## config.mk

```make
export PLATFORM = sky130hd
export DESIGN_NAME = craft_round_ctrl_flat
export DESIGN_NICKNAME = d
export VERILOG_FILES = /design/src/rtl/craft_pkg.sv /design/src/rtl/craft_round_ctrl_if.sv /design/src/rtl/craft_rc_gen.sv /design/src/rtl/craft_round_ctrl.sv /design/src/flat_wrapper.sv
export SDC_FILE = /design/constraint.sdc
export NUM_CORES = 1
export LEC_CHECK = 0
export ABC_AREA = 1
export CAP_MARGIN = 20
export CELL_PAD_IN_SITES_DETAIL_PLACEMENT = 1
export CELL_PAD_IN_SITES_GLOBAL_PLACEMENT = 1
export CORE_UTILIZATION = 29
export DETAILED_ROUTE_END_ITERATION = 10
export PLACE_DENSITY = 0.81
export SETUP_SLACK_MARGIN = 0.15
export SYNTH_ARGS = -nofsm -noshare
export SYNTH_HDL_FRONTEND = slang
export SYNTH_SLANG_ARGS = --single-unit
```

## constraint.sdc

```tcl
create_clock -name clk -period 1.4 [get_ports clk]
set_clock_uncertainty 0.05 [all_clocks]
set_input_delay 0.21 -clock clk [delete_from_list [all_inputs] [get_ports clk]]
set_output_delay 0.21 -clock clk [all_outputs]
set_load 0.02 [all_outputs]
```

## src/rtl/craft_pkg.sv

```systemverilog
// Shared types, constants and round-constant helpers for the CRAFT round sequencer.
// Constant layout is {a[3:0], 1'b0, b[2:0]}, with a/b two small LFSRs.
package craft_pkg;

    localparam logic [7:0] RC_INIT    = 8'h11;
    localparam int         ROUNDS_MIN = 2;
    localparam int         ROUNDS_MAX = 32;

    typedef enum logic [1:0] {
        ST_IDLE = 2'd0,
        ST_LOAD = 2'd1,
        ST_RUN  = 2'd2,
        ST_DONE = 2'd3
    } state_t;

    // Forward step: a <= {a[1]^a[0], a[3:1]}, b <= {b[1]^b[0], b[2:1]}.
    function automatic logic [7:0] rc_step(input logic [7:0] v);
        return {v[5] ^ v[4], v[7:5], 1'b0, v[1] ^ v[0], v[2:1]};
    endfunction

    // Inverse step: a <= {a[2:0], a[3]^a[0]}, b <= {b[1:0], b[2]^b[0]}.
    function automatic logic [7:0] rc_step_inv(input logic [7:0] v);
        return {v[6:4], v[7] ^ v[4], 1'b0, v[1:0], v[2] ^ v[0]};
    endfunction

    // Constant for round n, evaluated at elaboration for the decrypt start value.
    function automatic logic [7:0] rc_at(input int n);
        logic [7:0] r;
        r = RC_INIT;
        for (int i = 0; i < n; i++) r = rc_step(r);
        return r;
    endfunction

endpackage

```

## src/rtl/craft_round_ctrl_if.sv

```systemverilog
// Request / round-strobe / result bundle between the CRAFT sequencer and its user.
// Handshakes: a request transfers on an edge with in_valid && in_ready; a result transfers on an edge with out_valid && out_ready; abort overrides both.
interface craft_round_ctrl_if;
    logic       in_valid;
    logic       in_ready;
    logic       decrypt;
    logic       abort;
    logic       load_en;
    logic       round_en;
    logic [4:0] round_idx;
    logic       last_round;
    logic [7:0] rc;
    logic [1:0] tk_sel;
    logic       out_valid;
    logic       out_ready;
    logic       busy;

    modport master (
        output in_valid, decrypt, abort, out_ready,
        input  in_ready, load_en, round_en, round_idx, last_round, rc, tk_sel, out_valid, busy
    );

    modport slave (
        input  in_valid, decrypt, abort, out_ready,
        output in_ready, load_en, round_en, round_idx, last_round, rc, tk_sel, out_valid, busy
    );
endinterface

```

## src/rtl/craft_rc_gen.sv

```systemverilog
// Round-constant generator: the a/b LFSR pair with reinit, parallel load and step.
// CRAFT_DECRYPT_EN adds the inverse step selected by dir; otherwise dir is ignored.
module craft_rc_gen
    import craft_pkg::*;
(
    input  logic       clk,
    input  logic       rst_n,
    input  logic       init,
    input  logic       load,
    input  logic [7:0] load_val,
    input  logic       ce,
    input  logic       dir,
    output logic [7:0] rc
);

    logic [7:0] rc_q;
    logic [7:0] rc_next;

`ifdef CRAFT_DECRYPT_EN
    assign rc_next = dir ? rc_step_inv(rc_q) : rc_step(rc_q);
`else
    logic unused_dir;
    assign unused_dir = dir;
    assign rc_next    = rc_step(rc_q);
`endif

    always_ff @(posedge clk or negedge rst_n) begin
        if (!rst_n)    rc_q <= RC_INIT;
        else if (init) rc_q <= RC_INIT;
        else if (load) rc_q <= load_val;
        else if (ce)   rc_q <= rc_next;
    end

    assign rc = rc_q;

endmodule

```

## src/rtl/craft_round_ctrl.sv

```systemverilog
// CRAFT round sequencer: IDLE -> LOAD -> RUN (NUM_ROUNDS cycles) -> DONE, one block in flight.
// Optional feature macro: CRAFT_DECRYPT_EN (inverse constant schedule for decrypt requests).
module craft_round_ctrl
    import craft_pkg::*;
#(
    parameter int NUM_ROUNDS = 32
) (
    input  logic                clk,
    input  logic                rst_n,
    craft_round_ctrl_if.slave   bus,
    output state_t              dbg_state
);

    // Out-of-range round counts are clamped into the supported window.
    localparam int N = (NUM_ROUNDS < ROUNDS_MIN) ? ROUNDS_MIN :
                       (NUM_ROUNDS > ROUNDS_MAX) ? ROUNDS_MAX : NUM_ROUNDS;
    localparam logic [4:0] LAST = 5'(N - 1);

    state_t     state_q, state_d;
    logic [4:0] idx_q;
    logic       dec_q;
    logic       accept;
    logic       gen_init;
    logic [7:0] load_val;
    logic [7:0] rc_w;

    assign accept   = (state_q == ST_IDLE) && bus.in_valid && !bus.abort;
    assign gen_init = bus.abort || ((state_q == ST_DONE) && bus.out_ready);

    always_ff @(posedge clk or negedge rst_n) begin
        if (!rst_n) state_q <= ST_IDLE;
        else        state_q <= state_d;
    end

    always_comb begin
        state_d = state_q;
        case (state_q)
            ST_IDLE: if (bus.in_valid)     state_d = ST_LOAD;
            ST_LOAD:                       state_d = ST_RUN;
            ST_RUN:  if (idx_q == LAST)    state_d = ST_DONE;
            ST_DONE: if (bus.out_ready)    state_d = ST_IDLE;
            default:                       state_d = ST_IDLE;
        endcase
        if (bus.abort) state_d = ST_IDLE;
    end

    // The counter parks at LAST through DONE and is zero in IDLE and LOAD.
    always_ff @(posedge clk or negedge rst_n) begin
        if (!rst_n)                   idx_q <= '0;
        else if (bus.abort)           idx_q <= '0;
        else if (state_q == ST_RUN) begin
            if (idx_q != LAST)        idx_q <= idx_q + 5'd1;
        end
        else if (state_q == ST_DONE) begin
            if (bus.out_ready)        idx_q <= '0;
        end
        else                          idx_q <= '0;
    end

`ifdef CRAFT_DECRYPT_EN
    localparam logic [7:0] RC_DEC_START = rc_at(N - 1);

    always_ff @(posedge clk or negedge rst_n) begin
        if (!rst_n)      dec_q <= 1'b0;
        else if (accept) dec_q <= bus.decrypt;
    end

    assign load_val   = bus.decrypt ? RC_DEC_START : RC_INIT;
    assign bus.tk_sel = dec_q ? (LAST[1:0] - idx_q[1:0]) : idx_q[1:0];
`else
    logic unused_decrypt;
    assign unused_decrypt = bus.decrypt;
    assign dec_q          = 1'b0;
    assign load_val       = RC_INIT;
    assign bus.tk_sel     = idx_q[1:0];
`endif

    craft_rc_gen u_rc_gen (
        .clk      (clk),
        .rst_n    (rst_n),
        .init     (gen_init),
        .load     (accept),
        .load_val (load_val),
        .ce       (state_q == ST_RUN),
        .dir      (dec_q),
        .rc       (rc_w)
    );

    assign bus.in_ready   = (state_q == ST_IDLE);
    assign bus.busy       = (state_q != ST_IDLE);
    assign bus.load_en    = (state_q == ST_LOAD);
    assign bus.round_en   = (state_q == ST_RUN);
    assign bus.out_valid  = (state_q == ST_DONE);
    assign bus.round_idx  = idx_q;
    assign bus.last_round = (state_q == ST_RUN) && (idx_q == LAST);
    assign bus.rc         = rc_w;
    assign dbg_state      = state_q;

endmodule

```

## src/flat_wrapper.sv

```systemverilog
// flat-port wrapper written by rule: the top's interface ports become plain ports
module craft_round_ctrl_flat import craft_pkg::*;
#(
    parameter int NUM_ROUNDS = 32
)
  (clk, rst_n, dbg_state, bus_in_valid, bus_decrypt, bus_abort, bus_out_ready, bus_in_ready, bus_load_en, bus_round_en, bus_round_idx, bus_last_round, bus_rc, bus_tk_sel, bus_out_valid, bus_busy);
  craft_round_ctrl_if bus_i ();
  input  logic clk;
  input  logic rst_n;
  output state_t dbg_state;
  input wire logic [$bits(bus_i.in_valid)-1:0] bus_in_valid;
  input wire logic [$bits(bus_i.decrypt)-1:0] bus_decrypt;
  input wire logic [$bits(bus_i.abort)-1:0] bus_abort;
  input wire logic [$bits(bus_i.out_ready)-1:0] bus_out_ready;
  output wire logic [$bits(bus_i.in_ready)-1:0] bus_in_ready;
  output wire logic [$bits(bus_i.load_en)-1:0] bus_load_en;
  output wire logic [$bits(bus_i.round_en)-1:0] bus_round_en;
  output wire logic [$bits(bus_i.round_idx)-1:0] bus_round_idx;
  output wire logic [$bits(bus_i.last_round)-1:0] bus_last_round;
  output wire logic [$bits(bus_i.rc)-1:0] bus_rc;
  output wire logic [$bits(bus_i.tk_sel)-1:0] bus_tk_sel;
  output wire logic [$bits(bus_i.out_valid)-1:0] bus_out_valid;
  output wire logic [$bits(bus_i.busy)-1:0] bus_busy;
  assign bus_i.in_valid = bus_in_valid;
  assign bus_i.decrypt = bus_decrypt;
  assign bus_i.abort = bus_abort;
  assign bus_i.out_ready = bus_out_ready;
  assign bus_in_ready = bus_i.in_ready;
  assign bus_load_en = bus_i.load_en;
  assign bus_round_en = bus_i.round_en;
  assign bus_round_idx = bus_i.round_idx;
  assign bus_last_round = bus_i.last_round;
  assign bus_rc = bus_i.rc;
  assign bus_tk_sel = bus_i.tk_sel;
  assign bus_out_valid = bus_i.out_valid;
  assign bus_busy = bus_i.busy;
  craft_round_ctrl #(.NUM_ROUNDS(NUM_ROUNDS)) u_core (.clk(clk), .rst_n(rst_n), .bus(bus_i), .dbg_state(dbg_state));
endmodule
```

# == Word-level counts from Yosys, hierarchy flattened ==
# Index checks and enable logic that the tools add are counted.
# totals
regBits,15
mem_bits_rw,0
in_bits,6
latchBits,0
elab_cells,40
memories,0
out_inout_bits,23
mem_bits_ro,0
# classes
shift,0
eq_ne,10
n_mul,0
n_div,0
add_sub_neg,1
n_lt_le_gt_ge,0
bitwise,2
muxes,13
reduce_logical,11
# op_table
cell,n
2-to-1 mux 5 bit,5
2-to-1 mux 8 bit,3
2-to-1 mux 2 bit,4
one-hot mux 2 bit (4 select lines),1
inequality test 3 x 2 -> 1 bit (second input constant),2
inequality test 3 bit (second input constant),2
adder 5 x 1 -> 5 bit (second input constant),1
equality test 5 bit (second input constant),1
inequality test 5 bit (second input constant),1
equality test 2 bit (second input constant),2
logical AND 1 bit,4
inequality test 4 bit (second input constant),1
AND reduction 3 bit,1
nonzero test 3 bit,1
equality test 2 x 1 -> 1 bit (second input constant),1
logical NOT 2 bit,1
AND reduction 2 bit,1
nonzero test 2 bit,1
bitwise XOR 1 bit,2
logical NOT 1 bit,1
logical OR 1 bit,1

# == Longest topological paths before layout ==
# Gate-level depths: netlist of run 1.
# logic_depth
depth_word,5
mapped_depth,9
ltp_nobuf,9

# == Modules after synthesis ==
# From an unflattened synthesis of run 1, not the netlist that was laid out.
# unflattened
cells_unflattened,137
hier_area_um2,1004.7
# by_module_without_submodules
module,area_each_um2,instances,cells_each,seq_area_each_um2
craft_round_ctrl,539.3,1,74,175.2
craft_rc_gen,465.4,1,63,202.7

# == Worst setup path after synthesis of run 1 ==
# OpenSTA, ideal clock, no wires.
# synth_timing
kind,reg-to-reg
startpoint,reg u_core.state_q[0] (netlist: u_core.dbg_state[0])
endpoint,reg u_core.idx_q[3] (netlist: u_core.bus.round_idx[3])
slack_ps,-194
t_required_ps,1236
period_less_slack_ps,1594
setup_ps,114
n_path_buf,1
path_stages_with_launch,10
arrival_ps,1430
path_cell_list,dfrtp_1 inv_1 ha_1 buf_6 nor2_1 nand2_2 nand3_2 nand2_1 inv_1 nor2_1
# synth_between
word_cells_on_any_way,8
classes_between,eq/ne (4); mux (3); reduce/logical (1)
# synth_lines
element,line,source
from (decl),craft_round_ctrl.sv:19,"state_t state_q, state_d;"
from (signal assigned),craft_round_ctrl.sv:32,else state_q <= state_d;
equality test 2 bit (*),--,
named net bus_round_en,flat_wrapper.sv:17,output wire logic [$bits(bus_i.round_en)-1:0] bus_round_en;
"inequality test 4 bit (no source line), or another cell as far along",--,
AND reduction 2 bit (no source line) / 2-to-1 mux 5 bit (equally long branches),--,
to (signal assigned),craft_round_ctrl.sv:52,if (idx_q != LAST) idx_q <= idx_q + 5'd1;
to (decl),craft_round_ctrl.sv:20,logic [4:0] idx_q;
# The timed path passes the listed nets; every way through them passes the cells marked *.
# A chain may end at the register's enable or synchronous reset.

# == Worst setup path after layout of run 1 ==
# layout_timing
startpoint,reg u_core.idx_q[1] (netlist: u_core.bus.round_idx[1])
endpoint,out bus_last_round
# layout_between
elab_chain_len,2
# layout_rtl
element,line,source
equality test 5 bit,craft_round_ctrl.sv:95,assign bus.last_round = (state_q == ST_RUN) && (idx_q == LAST);
logical AND 1 bit,craft_round_ctrl.sv:95,
to (decl),flat_wrapper.sv:19,output wire logic [$bits(bus_i.last_round)-1:0] bus_last_round;
# No other way between the ends.

==> results of run 1 <==
[Yosys cell counts (3+ instances only)]
library cell   n  area share [%]
nand2_1       36              16
dfrtp_1       12              35
nand3_2        3             3.5
nor2_1         4             1.8
ha_1           6             8.8
o21ai_1        6             3.5
buf_4          3             2.6
inv_1         10             4.4
[registers in the layout, indices dropped and copies added (netlist names)]
signal and cells:
u_core.bus.round_idx 5, u_core.dbg_state 2, u_core.u_rc_gen.rc 7
[through the flow]
stage               hold slack (ps)  utilization [%]  power [W]
floorplan                    -135.6                -   0.001144
global placement              427.7            46.29   0.001575
detailed placement            443.4            46.29   0.001606
CTS                           200.1            52.95   0.002174
global route                  202.7            59.29   0.002496
finish                        189.3            59.29   0.002362
[what timing repair did]
item | in CTS | in global routing
buffers inserted | 6 | 13
setup endpoints to repair | 36 | 31
resized for setup | 135 | 22
pin swaps | 17 | 17
[routing by layer]
metal | vias up | part of all wire (%) | global-route usage (%)
li1 | 438 | - | -
met1 | 437 | 42 | 21.44
met2 | 22 | 54 | 30.95
met3 | 2 | 3.6 | 2.535
met4 | 0 | 0.84 | 6.272
met5 | - | 0 | 0
[kinds of logic after synthesis]
| kind of cell | share of synthesized area, % |
|---|---|
| other cells | 0.4375 |
| fa+ha+maj | 8.759 |
| buf+inv | 9.198 |
| flops | 41.17 |
| xor+xnor | 2.044 |
| simple gates | 33.14 |
| compound gates | 5.255 |
[power breakdown]
part | internal, W | total [W] | switching (W)
sequential | 0.000480 | 0.000538 | 0.0000582
clock | 0.000111 | 0.000257 | 0.000147
combinational | 0.000791 | 0.00157 | 0.000776
total | 0.00138 | 0.00236 | 0.000981
[how the worst max path moves through the flow]
stage | end | slack, ps | start
after floorplan | u_core.dbg_state[1] | -60 | u_core.bus.round_idx[0]
after CTS | bus_last_round | -270 | u_core.bus.round_idx[0]
after global routing | bus_last_round | -280 | u_core.bus.round_idx[1]
final | bus_last_round | -250 | u_core.bus.round_idx[1]
after global placement | bus_last_round | -360 | u_core.bus.round_idx[1]
after detailed placement | bus_last_round | -440 | u_core.bus.round_idx[1]
[final cells by class]
cell class	instances	area (sq um)
Timing Repair Buffer	62	603.1
Sequential cell	14	357.8
Clock buffer	4	26.28
Fill cell	322	1132
Multi-Input combinational cell	72	575.6
Inverter	12	47.55
Tap cell	31	38.79
[critical path, cell delays in order, from the launching register on]
cell and delay (ps):
dfrtp_2 440, ha_4 180, nand2_4 70, nor2_4 40, ha_4 160, nand2_1 60
inv_2 30, buf_6 120
==> summary.md, run 1 <==
| Metric | Value |
|---|---|
| CP max FO | `2` |
| DR iter-0 viols | `10` |
| Final ANT Viol Nets | `0` |
| Seq/Total Area, Yosys | `41.17%` |
| Commonest non-fill, non-tap cell in the layout | `buf_6` |
| Worst vdd ir | `1141 uV` |
| Max Cap Viol | `0` |
| Crit. End Element | `output port` |
| Avg Inst Size Synth | `8.403 sq um` |
| Post-CTS Hold Buffers | `0` |
| Finished Layout Cells | `195` |
| Chip Width | `56.37 microns` |
| Yosys cell types | `22` |
| Finished Cell Area | `1649 sq um` |
| Final hold violation count | `0` |
| DRT Pass-1 Iters | `4` |
| Pre-CTS WS | `-443.0 ps` |
| Terminus of the critical flop-to-flop path | `u_core.dbg_state[0]` |
| First-pass GRT wire length | `4222 microns` |
| Worst R2R Setup Slack | `-140 ps` |
| Core region area | `2781 sq um` |
| Startpoint types | `flip-flop` |
| Crit path time final | `1645 ps` |
| FF+latch count, synth | `14` |
| Unrepaired setup endpoints after global routing | `yes` |
| GRT overflow | `0` |
| Placed cell area | `1287 sq um` |
| Input/output buffers | `26` |
| Overall routing resource usage | `17.48%` |
| WL/cell | `14.07 microns` |
| Htree depth | `1` |
| Rows | `19` |
| Starting Density | `30.81%` |
| Fmax | `607.8 MHz` |
| Antenna violations before repair | `0` |
| DR vias | `899` |
| Placed cells | `172` |
| Wire length after detailed routing | `2744 microns` |
| LEAKAGE | `0.7920 nW` |
| Class of the most critical setup path | `flip-flop to output port` |
| Final setup viols | `22` |
| Violated checks | `negative setup slack` |
| PD cells | `1432 nW/um^2` |
| R2r startpoint | `u_core.bus.round_idx[1]` |
| Final period utilization | `117.5%` |
| Post-Synthesis Cells | `102` |
| Ports | `29` |
| Sink Count | `14` |
| Number of synthesized flops with an enable pin | `0` |
| Clk slew on worst S/H paths | `100 ps` |
| Share of post-route cells with drive strength above 1 | `60.98%` |
| Root Driver | `clkbuf_4` |
| Synth async-reset ratio | `100.0%` |
| Area Overhead vs Synth | `92.41%` |
| WP data arrival | `1390 ps` |
| Clk_lat worst skew | `290 ps` |
| Final setup TNS | `-1549 ps` |
| Die Area | `3177 sq um` |
| HPWL after DPL | `1822 microns` |
| GP Congestion | `0.7402` |
| CTS tree | `built` |
| DRC errors left | `0` |
| Num CTS Buffers | `3` |
| Max Root-Sink Buffers | `2` |
| Main synth FF type | `dfrtp_1` |
| Hold Path Class | `input port to async pin` |
| Nets | `177` |
| Most frequent cells in the layout | `32 x buf_6, 29 x nand2_1, 20 x buf_4` |
| Fin. max-slew vios | `0` |
| Synthesized area | `857.1 sq um` |
| R2R cell count | `9` |
| Critical path required time | `1140 ps` |
| Pin count of the biggest net entering global routing | `15` |
| Chip Height | `56.37 microns` |
| # diodes | `0` |
| Syn_nets | `114` |
| Vias in the first global route | `926` |
| Status | `complete, but fails checks` |
| Yosys warning count | `0` |
| Setup ws final | `-245.4 ps` |
| Vias per cell | `4.610` |
No activity file was read; power rests on OpenSTA's default activity.
==> run 2: changes to the inputs <==
- SLEW_MARGIN: unset -> 20
- TNS_END_PERCENT: unset -> 100
==> results of run 2 <==
Final layout, timing and power as in run 1 (identical DEF).
